**src/rtl/instr_fetch_pkg.sv**
```systemverilog
// Shared types and constants for the instruction fetch front end.
package instr_fetch_pkg;

  localparam int          INSTR_W          = 32;
  localparam logic [31:0] RESET_PC_DEFAULT = 32'h0000_0000;

  typedef enum logic [1:0] {
    ST_REQ  = 2'd0,
    ST_WAIT = 2'd1,
    ST_HALT = 2'd2
  } fetch_state_t;

  function automatic logic is_aligned(input logic [31:0] pc);
    return (pc[1:0] == 2'b00);
  endfunction

endpackage

```
**src/rtl/instr_fetch_buf.sv**
```systemverilog
// fetch_buf: circular instruction buffer with flush; head entry read straight from storage.
module fetch_buf #(
  parameter int DEPTH = 2,
  parameter int WIDTH = 64
) (
  input  logic                     clk,
  input  logic                     rst,
  input  logic                     push,
  input  logic [WIDTH-1:0]         push_data,
  input  logic                     pop,
  input  logic                     flush,
  output logic                     full,
  output logic [$clog2(DEPTH):0]   count,
  output logic [WIDTH-1:0]         head
);

  localparam int PTR_W = $clog2(DEPTH);
  localparam int CNT_W = PTR_W + 1;

  logic [WIDTH-1:0] mem [DEPTH];
  logic [PTR_W-1:0] rd_ptr;
  logic [PTR_W-1:0] wr_ptr;
  logic             do_push;
  logic             do_pop;

  // Flush wins over both push and pop; a push into a full buffer is refused.
  assign do_push = push && !flush && !full;
  assign do_pop  = pop && !flush && (count != '0);

  assign full = (count == CNT_W'(DEPTH));
  assign head = mem[rd_ptr];

  // Pointer and occupancy bookkeeping; pointers wrap naturally at the power-of-two depth.
  always_ff @(posedge clk) begin
    if (rst || flush) begin
      rd_ptr <= '0;
      wr_ptr <= '0;
      count  <= '0;
    end else begin
      if (do_push) wr_ptr <= wr_ptr + PTR_W'(1);
      if (do_pop)  rd_ptr <= rd_ptr + PTR_W'(1);
      count <= count + CNT_W'(do_push) - CNT_W'(do_pop);
    end
  end

  // Entry storage; cleared on reset so the head reads as zero out of reset.
  always_ff @(posedge clk) begin
    if (rst) begin
      for (int i = 0; i < DEPTH; i++) mem[i] <= '0;
    end else if (do_push) begin
      mem[wr_ptr] <= push_data;
    end
  end

endmodule

```
**src/rtl/instr_fetch.sv**
```systemverilog
// instr_fetch: single-outstanding fetch front end with redirect, discard and fault handling.
module instr_fetch
  import instr_fetch_pkg::*;
#(
  parameter logic [31:0] RESET_PC  = RESET_PC_DEFAULT,
  parameter int          BUF_DEPTH = 2
) (
  input  logic               clk,
  input  logic               rst,
  input  logic               redirect_valid,
  input  logic [31:0]        redirect_pc,
  output logic               imem_req_valid,
  input  logic               imem_req_ready,
  output logic [31:0]        imem_req_addr,
  input  logic               imem_rsp_valid,
  input  logic [INSTR_W-1:0] imem_rsp_data,
  output logic               out_valid,
  input  logic               out_ready,
  output logic [31:0]        out_pc,
  output logic [INSTR_W-1:0] out_instr,
  output logic               fetch_fault
);

  // state | meaning
  // REQ   | drive a fetch request at fetch_pc when the buffer has room
  // WAIT  | one request outstanding; its response is pushed, or dropped if discard_pending
  // HALT  | misaligned redirect taken; no requests until an aligned redirect

  localparam int          CNT_W            = $clog2(BUF_DEPTH) + 1;
  localparam int          ENTRY_W          = 32 + INSTR_W;
  localparam logic [31:0] RESET_PC_ALIGNED = {RESET_PC[31:2], 2'b00};

  fetch_state_t       state;
  logic [31:0]        fetch_pc;
  logic [31:0]        inflight_pc;
  logic               discard_pending;

  logic [CNT_W-1:0]   buf_count;
  logic               buf_full;
  logic [ENTRY_W-1:0] buf_head;
  logic               buf_push;
  logic               buf_pop;

  logic               req_fire;
  logic               rsp_take;
  logic               redirect_ok;
  logic               still_outstanding;

  // In REQ nothing is outstanding, so the occupancy bound reduces to "buffer not full".
  assign imem_req_valid = !rst && (state == ST_REQ) && !buf_full;
  assign imem_req_addr  = fetch_pc;
  assign req_fire       = imem_req_valid && imem_req_ready;

  // Responses are only meaningful in WAIT; anything else on the bus is ignored.
  assign rsp_take    = (state == ST_WAIT) && imem_rsp_valid;
  assign redirect_ok = redirect_valid && is_aligned(redirect_pc);

  // A response consumed this cycle closes the outstanding request even if it is dropped,
  // so only a still-open WAIT or a request accepted this cycle leaves something in flight.
  assign still_outstanding = ((state == ST_WAIT) && !imem_rsp_valid) || req_fire;

  assign buf_push = rsp_take && !discard_pending && !redirect_valid;
  assign buf_pop  = out_valid && out_ready;

  assign out_valid = (buf_count != '0);
  assign out_pc    = buf_head[ENTRY_W-1:INSTR_W];
  assign out_instr = buf_head[INSTR_W-1:0];

  fetch_buf #(
    .DEPTH (BUF_DEPTH),
    .WIDTH (ENTRY_W)
  ) u_buf (
    .clk       (clk),
    .rst       (rst),
    .push      (buf_push),
    .push_data ({inflight_pc, imem_rsp_data}),
    .pop       (buf_pop),
    .flush     (redirect_valid),
    .full      (buf_full),
    .count     (buf_count),
    .head      (buf_head)
  );

  // Fetch sequencing: reset, then redirects, then the normal request/response cycle.
  always_ff @(posedge clk) begin
    if (rst) begin
      // A request left in flight across reset must still be drained before new requests,
      // otherwise two would be outstanding; park in WAIT with the discard flag set.
      fetch_pc        <= RESET_PC_ALIGNED;
      inflight_pc     <= '0;
      fetch_fault     <= 1'b0;
      discard_pending <= (state == ST_WAIT) && !imem_rsp_valid;
      state           <= ((state == ST_WAIT) && !imem_rsp_valid) ? ST_WAIT : ST_REQ;
    end else if (redirect_valid) begin
      if (redirect_ok) begin
        fetch_pc    <= redirect_pc;
        fetch_fault <= 1'b0;
      end else begin
        fetch_fault <= 1'b1;
      end
      if (still_outstanding) begin
        discard_pending <= 1'b1;
        state           <= ST_WAIT;
      end else begin
        discard_pending <= 1'b0;
        state           <= redirect_ok ? ST_REQ : ST_HALT;
      end
    end else begin
      case (state)
        ST_REQ: begin
          if (req_fire) begin
            inflight_pc <= fetch_pc;
            fetch_pc    <= fetch_pc + 32'd4;
            state       <= ST_WAIT;
          end
        end
        ST_WAIT: begin
          if (imem_rsp_valid) begin
            discard_pending <= 1'b0;
            state           <= fetch_fault ? ST_HALT : ST_REQ;
          end
        end
        ST_HALT: state <= ST_HALT;
        default: state <= ST_REQ;
      endcase
    end
  end

endmodule

```
**config.mk**
```make
export PLATFORM = sky130hd
export DESIGN_NAME = instr_fetch
export DESIGN_NICKNAME = d
export VERILOG_FILES = /design/src/rtl/instr_fetch_pkg.sv /design/src/rtl/instr_fetch_buf.sv /design/src/rtl/instr_fetch.sv
export SDC_FILE = /design/constraint.sdc
export NUM_CORES = 1
export LEC_CHECK = 0
export BUFFER_PORTS_ARGS = -buffer_cell sky130_fd_sc_hd__buf_2
export CAP_MARGIN = 20
export CELL_PAD_IN_SITES_DETAIL_PLACEMENT = 1
export CELL_PAD_IN_SITES_GLOBAL_PLACEMENT = 1
export CORE_ASPECT_RATIO = 2
export CORE_MARGIN = 2
export CORE_UTILIZATION = 44
export DETAILED_ROUTE_END_ITERATION = 8
export GPL_TIMING_DRIVEN = 0
export PLACE_DENSITY_LB_ADDON = 0.3
export SYNTH_ARGS = -nofsm -noshare
export SYNTH_HDL_FRONTEND = slang
export SYNTH_SLANG_ARGS = --single-unit
export TNS_END_PERCENT = 5
```
**constraint.sdc**
```tcl
create_clock -name clk -period 7 [get_ports clk]
set_input_delay 0.7 -clock clk [delete_from_list [all_inputs] [get_ports clk]]
set_output_delay 0.7 -clock clk [all_outputs]
set_load 0.02 [all_outputs]
```
==> PnR_summary.wiki <==
{| class="wikitable"
! Metric !! Value
|-
| Outcome || finished clean
|-
| Global routing's busiest layer || met2
|-
| Aggregate global routing overflow || 0
|-
| Final Power || 2710 uW
|-
| Final cycle utilization of the critical path || 0.453
|-
| Net count of the finished layout || 1082
|-
| Crit start category || flop
|-
| Share of the yosys chip area belonging to registers || 0.572
|-
| Cell types occupying the most area after synthesis || sky130_fd_sc_hd__edfxtp_1 (42%), sky130_fd_sc_hd__dfxtp_1 (15%), sky130_fd_sc_hd__and2_1 (8.6%), sky130_fd_sc_hd__mux2_2 (7.7%), sky130_fd_sc_hd__nand2_1 (4.0%)
|-
| Share of total power in combinational logic || 0.112
|-
| Number of cells on the worst reg-to-reg path || 5
|-
| Detailed-routing iteration count for the pre-antenna-repair pass || 4
|-
| Switching part of the total || 0.247
|-
| Port bufs || 167
|-
| Sum of buffers and inverters on the critical path || 3
|-
| FF-to-FF setup slack || 4.55 ns
|-
| Die height || 210 um
|-
| Largest area contributor in the netlist || sky130_fd_sc_hd__edfxtp_1
|-
| Horiz. Die Dim || 107 um
|-
| Area overhead of the layout relative to synthesis || 19.8%
|-
| Post-detail-place hpwl || 20200 um
|-
| CTS resizes || 0
|-
| Total number of H-tree levels || 1
|-
| Largest fanout on the critical path || 10
|-
| Endpoint of the worst-slack reg-to-reg timing path || u_buf.mem[0][6]
|-
| GRT met2 Usage || 0.473
|-
| Cell count of the worst hold path || 2
|-
| Count of endpoints failing setup in the final report || 0
|-
| Starting utilization of the core area || 0.446
|-
| Distinct cells, synth || 71
|-
| Worst hold margin || 0.463 ns
|-
| Max capacitance violation total || 0
|-
| Clock latency reported for the late side of the worst-skew pair || 0.49 ns
|-
| Met3 Track Usage GR || 0.0303
|-
| Clock-pin slew of the registers on the worst-case setup and hold paths || 0.07 ns
|-
| Type of destination of the critical path || output port
|-
| Max-slew violation count || 0
|-
| Fmax achieved || 0.315 GHz
|-
| Min-Delay Path Class || flop to flop
|-
| Clock root buffer || sky130_fd_sc_hd__clkbuf_16
|-
| Worst slew margin relative to its limit || 0.313
|-
| Portion of synthesized cell area occupied by the leading cell type || 0.421
|-
| Global-route met1 utilization || 0.239
|-
| Critical path class || flop to output port
|-
| Via count of the first global-routing pass || 7647
|-
| Vias per cell || 5.49
|-
| Average detailed-routed wire length per instance || 20.8 um
|-
| Total Wirelength || 26900 um
|-
| Total Die Area || 0.0225 mm^2
|-
| Most repeated library cell on the critical path || sky130_fd_sc_hd__clkbuf_1
|-
| Static Leak || 0.00435 uW
|-
| Remaining DRCs || 0
|-
| Library cell contributing the largest single delay on the critical path || sky130_fd_sc_hd__clkbuf_1
|-
| Num CTS Buffers || 18
|-
| Net count of the mapped netlist || 893
|-
| Antenna violations before repair || 0
|-
| Hold-fix buffers at CTS || 0
|-
| Routed vias || 7078
|-
| Largest voltage drop on the vdd net || 0.000196 V
|-
| Total number of yosys warnings || 0
|-
| Final hold violations || 0
|-
| Number of antenna diodes || 0
|-
| Internal portion of total power || 2040 uW
|-
| Start point of the worst min-delay path || inflight_pc[20]
|-
| Maximum number of pins on one net before global-route repair || 65
|-
| CP delay by family, top || buffers and inverters
|-
| Setup tns final || 0 ns
|-
| Number of synthesized flops with an enable pin || 131
|-
| Clock tree from TritonCTS || yes
|-
| Fraction of layout instances using a drive strength above 1 || 0.296
|-
| Primary flip-flop cell chosen by synthesis mapping || sky130_fd_sc_hd__edfxtp_1
|-
| Core area || 0.0209 mm^2
|-
| IO Pins || 169
|-
| Num rows || 75
|-
| Number of instances in the synthesized netlist || 821
|-
| Register share of total power || 0.499
|-
| Minimum clock period || 3.17 ns
|-
| First-pass GRT wire length || 41700 um
|-
| Power per unit of standard cell area || 242 mW/mm^2
|-
| Number of buffers between clock root and the deepest sink || 3
|-
| Overall fraction of global-route tracks in use || 0.241
|-
| Register bit total from synthesis || 201
|-
| Hold Path Sink || inflight_pc[20]
|-
| Antenna viol nets, final || 0
|-
| Async set-or-reset flop fraction in the synthesized netlist || 0
|-
| Post-CTS Setup Inserts || 0
|-
| CP Data Required Time || 6.30 ns
|-
| Portion of total power attributed to the clock network || 0.389
|-
| Worst Max-Slew Pin Slew || 1.02 ns
|-
| Switching component of the power || 669 uW
|-
| Cell area after synthesis || 0.00934 mm^2
|-
| GP Congestion || 0.918
|-
| Data arrival time at the worst-slack endpoint || 2.47 ns
|-
| R2r startpoint || state[1]
|-
| Average cell area after synthesis || 11.4 um^2
|-
| Setup repair after global routing missed its margin || no
|-
| Worst path cell trace || clkbuf_1, clkbuf_1, mux2_2, buf_2
|-
| Clk_skew || 0.0175 ns
|-
| Sink Count || 201
|-
| Max stage delay on crit path || 0.54 ns
|-
| Detailed Route Iter0 Violations || 277
|}
-- cells in the final DEF (no fill, tap or decap), types with 10 or more instances in the layout --
cell,instances
sky130_fd_sc_hd__dfxtp_1,70
sky130_fd_sc_hd__clkbuf_16,19
sky130_fd_sc_hd__edfxtp_1,131
sky130_fd_sc_hd__nand3_1,10
sky130_fd_sc_hd__buf_2,174
sky130_fd_sc_hd__and2_1,129
sky130_fd_sc_hd__nor2_1,28
sky130_fd_sc_hd__nand4_1,18
sky130_fd_sc_hd__a21oi_1,45
sky130_fd_sc_hd__nor3_1,13
sky130_fd_sc_hd__o211ai_1,13
sky130_fd_sc_hd__clkbuf_1,45
sky130_fd_sc_hd__nand2_1,99
sky130_fd_sc_hd__mux2_2,64
-- state kept, by name, indices dropped and copies added, names as in the netlist, named ones only --
signal,cells
state,2
u_buf.count,2
u_buf.rd_ptr,1
inflight_pc,32
discard_pending,1
fetch_fault,1
u_buf.mem,128
u_buf.wr_ptr,1
imem_req_addr,32
-- stage by stage --
| stage | std cells | setup slack, ns | area, um^2 | util |
|---|---|---|---|---|
| 3_5_place_dp | 1259 | 3.67 | 10600 | 0.505 |
| 3_3_place_gp | 1257 | -2.36 | 10500 | 0.502 |
| 2_1_floorplan | 821 | 0.549 | 9340 | - |
| 4_1_cts | 1290 | 3.73 | 11200 | 0.535 |
| 6_report | 1290 | 3.83 | 11200 | 0.535 |
| 5_1_grt | 1290 | 3.66 | 11200 | 0.535 |
-- worst max-delay path by stage --
stage,from,end,slack [ns],cells after the start
after global placement,redirect_valid,u_buf.mem[0][29],-2.36,4
after global routing,flop,out_pc[20],3.66,4
final,flop,out_pc[20],3.83,4
after detailed placement,redirect_valid,u_buf.count[1],3.67,8
after floorplan,redirect_valid,u_buf.mem[0][0],0.55,3
after CTS,flop,out_pc[20],3.73,4
-- cell families after synthesis --
group	count (synthesis)	share of synthesized area
xor gates and xnor gates	4	0.00375
DFF	201	0.572
adders and majority gates	2	0.00268
buffers and inverters	71	0.0395
AOI/OAI and AO/OA	127	0.0948
muxes	66	0.0793
and+or+nand+nor	350	0.208
-- metal layers --
metal | part of all wire | vias to the layer above | wire length [um]
met5 | 0 | - | 0
met4 | 0.049 | 0 | 1310
li1 | - | 3355 | -
met1 | 0.34 | 3440 | 9220
met2 | 0.57 | 210 | 15400
met3 | 0.037 | 73 | 1000
-- cell type report --
type / instances / area (um^2)
timing repair buffer: 169 / 876
tap: 269 / 337
multi-input combinational: 549 / 3650
fill: 2324 / 9740
sequential: 201 / 5340
inverter: 8 / 30.0
buffer: 63 / 339
clock buffer: 22 / 487
clock inverter: 9 / 134
-- cell usage after synthesis (all sizes together), types with 3 or more instances --
cell type / count
o32ai: 4
buf: 16
mux2: 64
nand3b: 3
nand4: 20
and4: 10
nor2: 28
nand3: 10
nor3: 15
a2bb2oi: 9
or2: 3
edfxtp: 131
nor4: 8
inv: 8
and2: 129
nor3b: 3
o221ai: 4
o21a: 3
o31ai: 4
or4: 4
or3: 4
o211ai: 13
dfxtp: 70
o21ai: 8
and3: 7
clkbuf: 47
a22oi: 3
nand2: 100
a211oi: 4
a21oi: 45
a31o: 5
a31oi: 7
-- power groups by stage --
stage	Sequential (uW)	Combinational (uW)	Clock, uW
final	1350	303	1050
after CTS	1350	306	1070
after global routing	1360	326	1110
after global placement	1380	295	0
after floorplan	1380	174	0
after detailed placement	1380	304	0
-- worst reg2reg max path, cell delays in order (launching register included) --
cell,delay [ns]
sky130_fd_sc_hd__edfxtp_1,0.45
sky130_fd_sc_hd__nand4bb_1,0.25
sky130_fd_sc_hd__or3_1,0.52
sky130_fd_sc_hd__nor3_4,0.52
sky130_fd_sc_hd__clkbuf_1,0.38
sky130_fd_sc_hd__and2_1,0.21
Note: power is estimated with default switching activity, not from simulation.
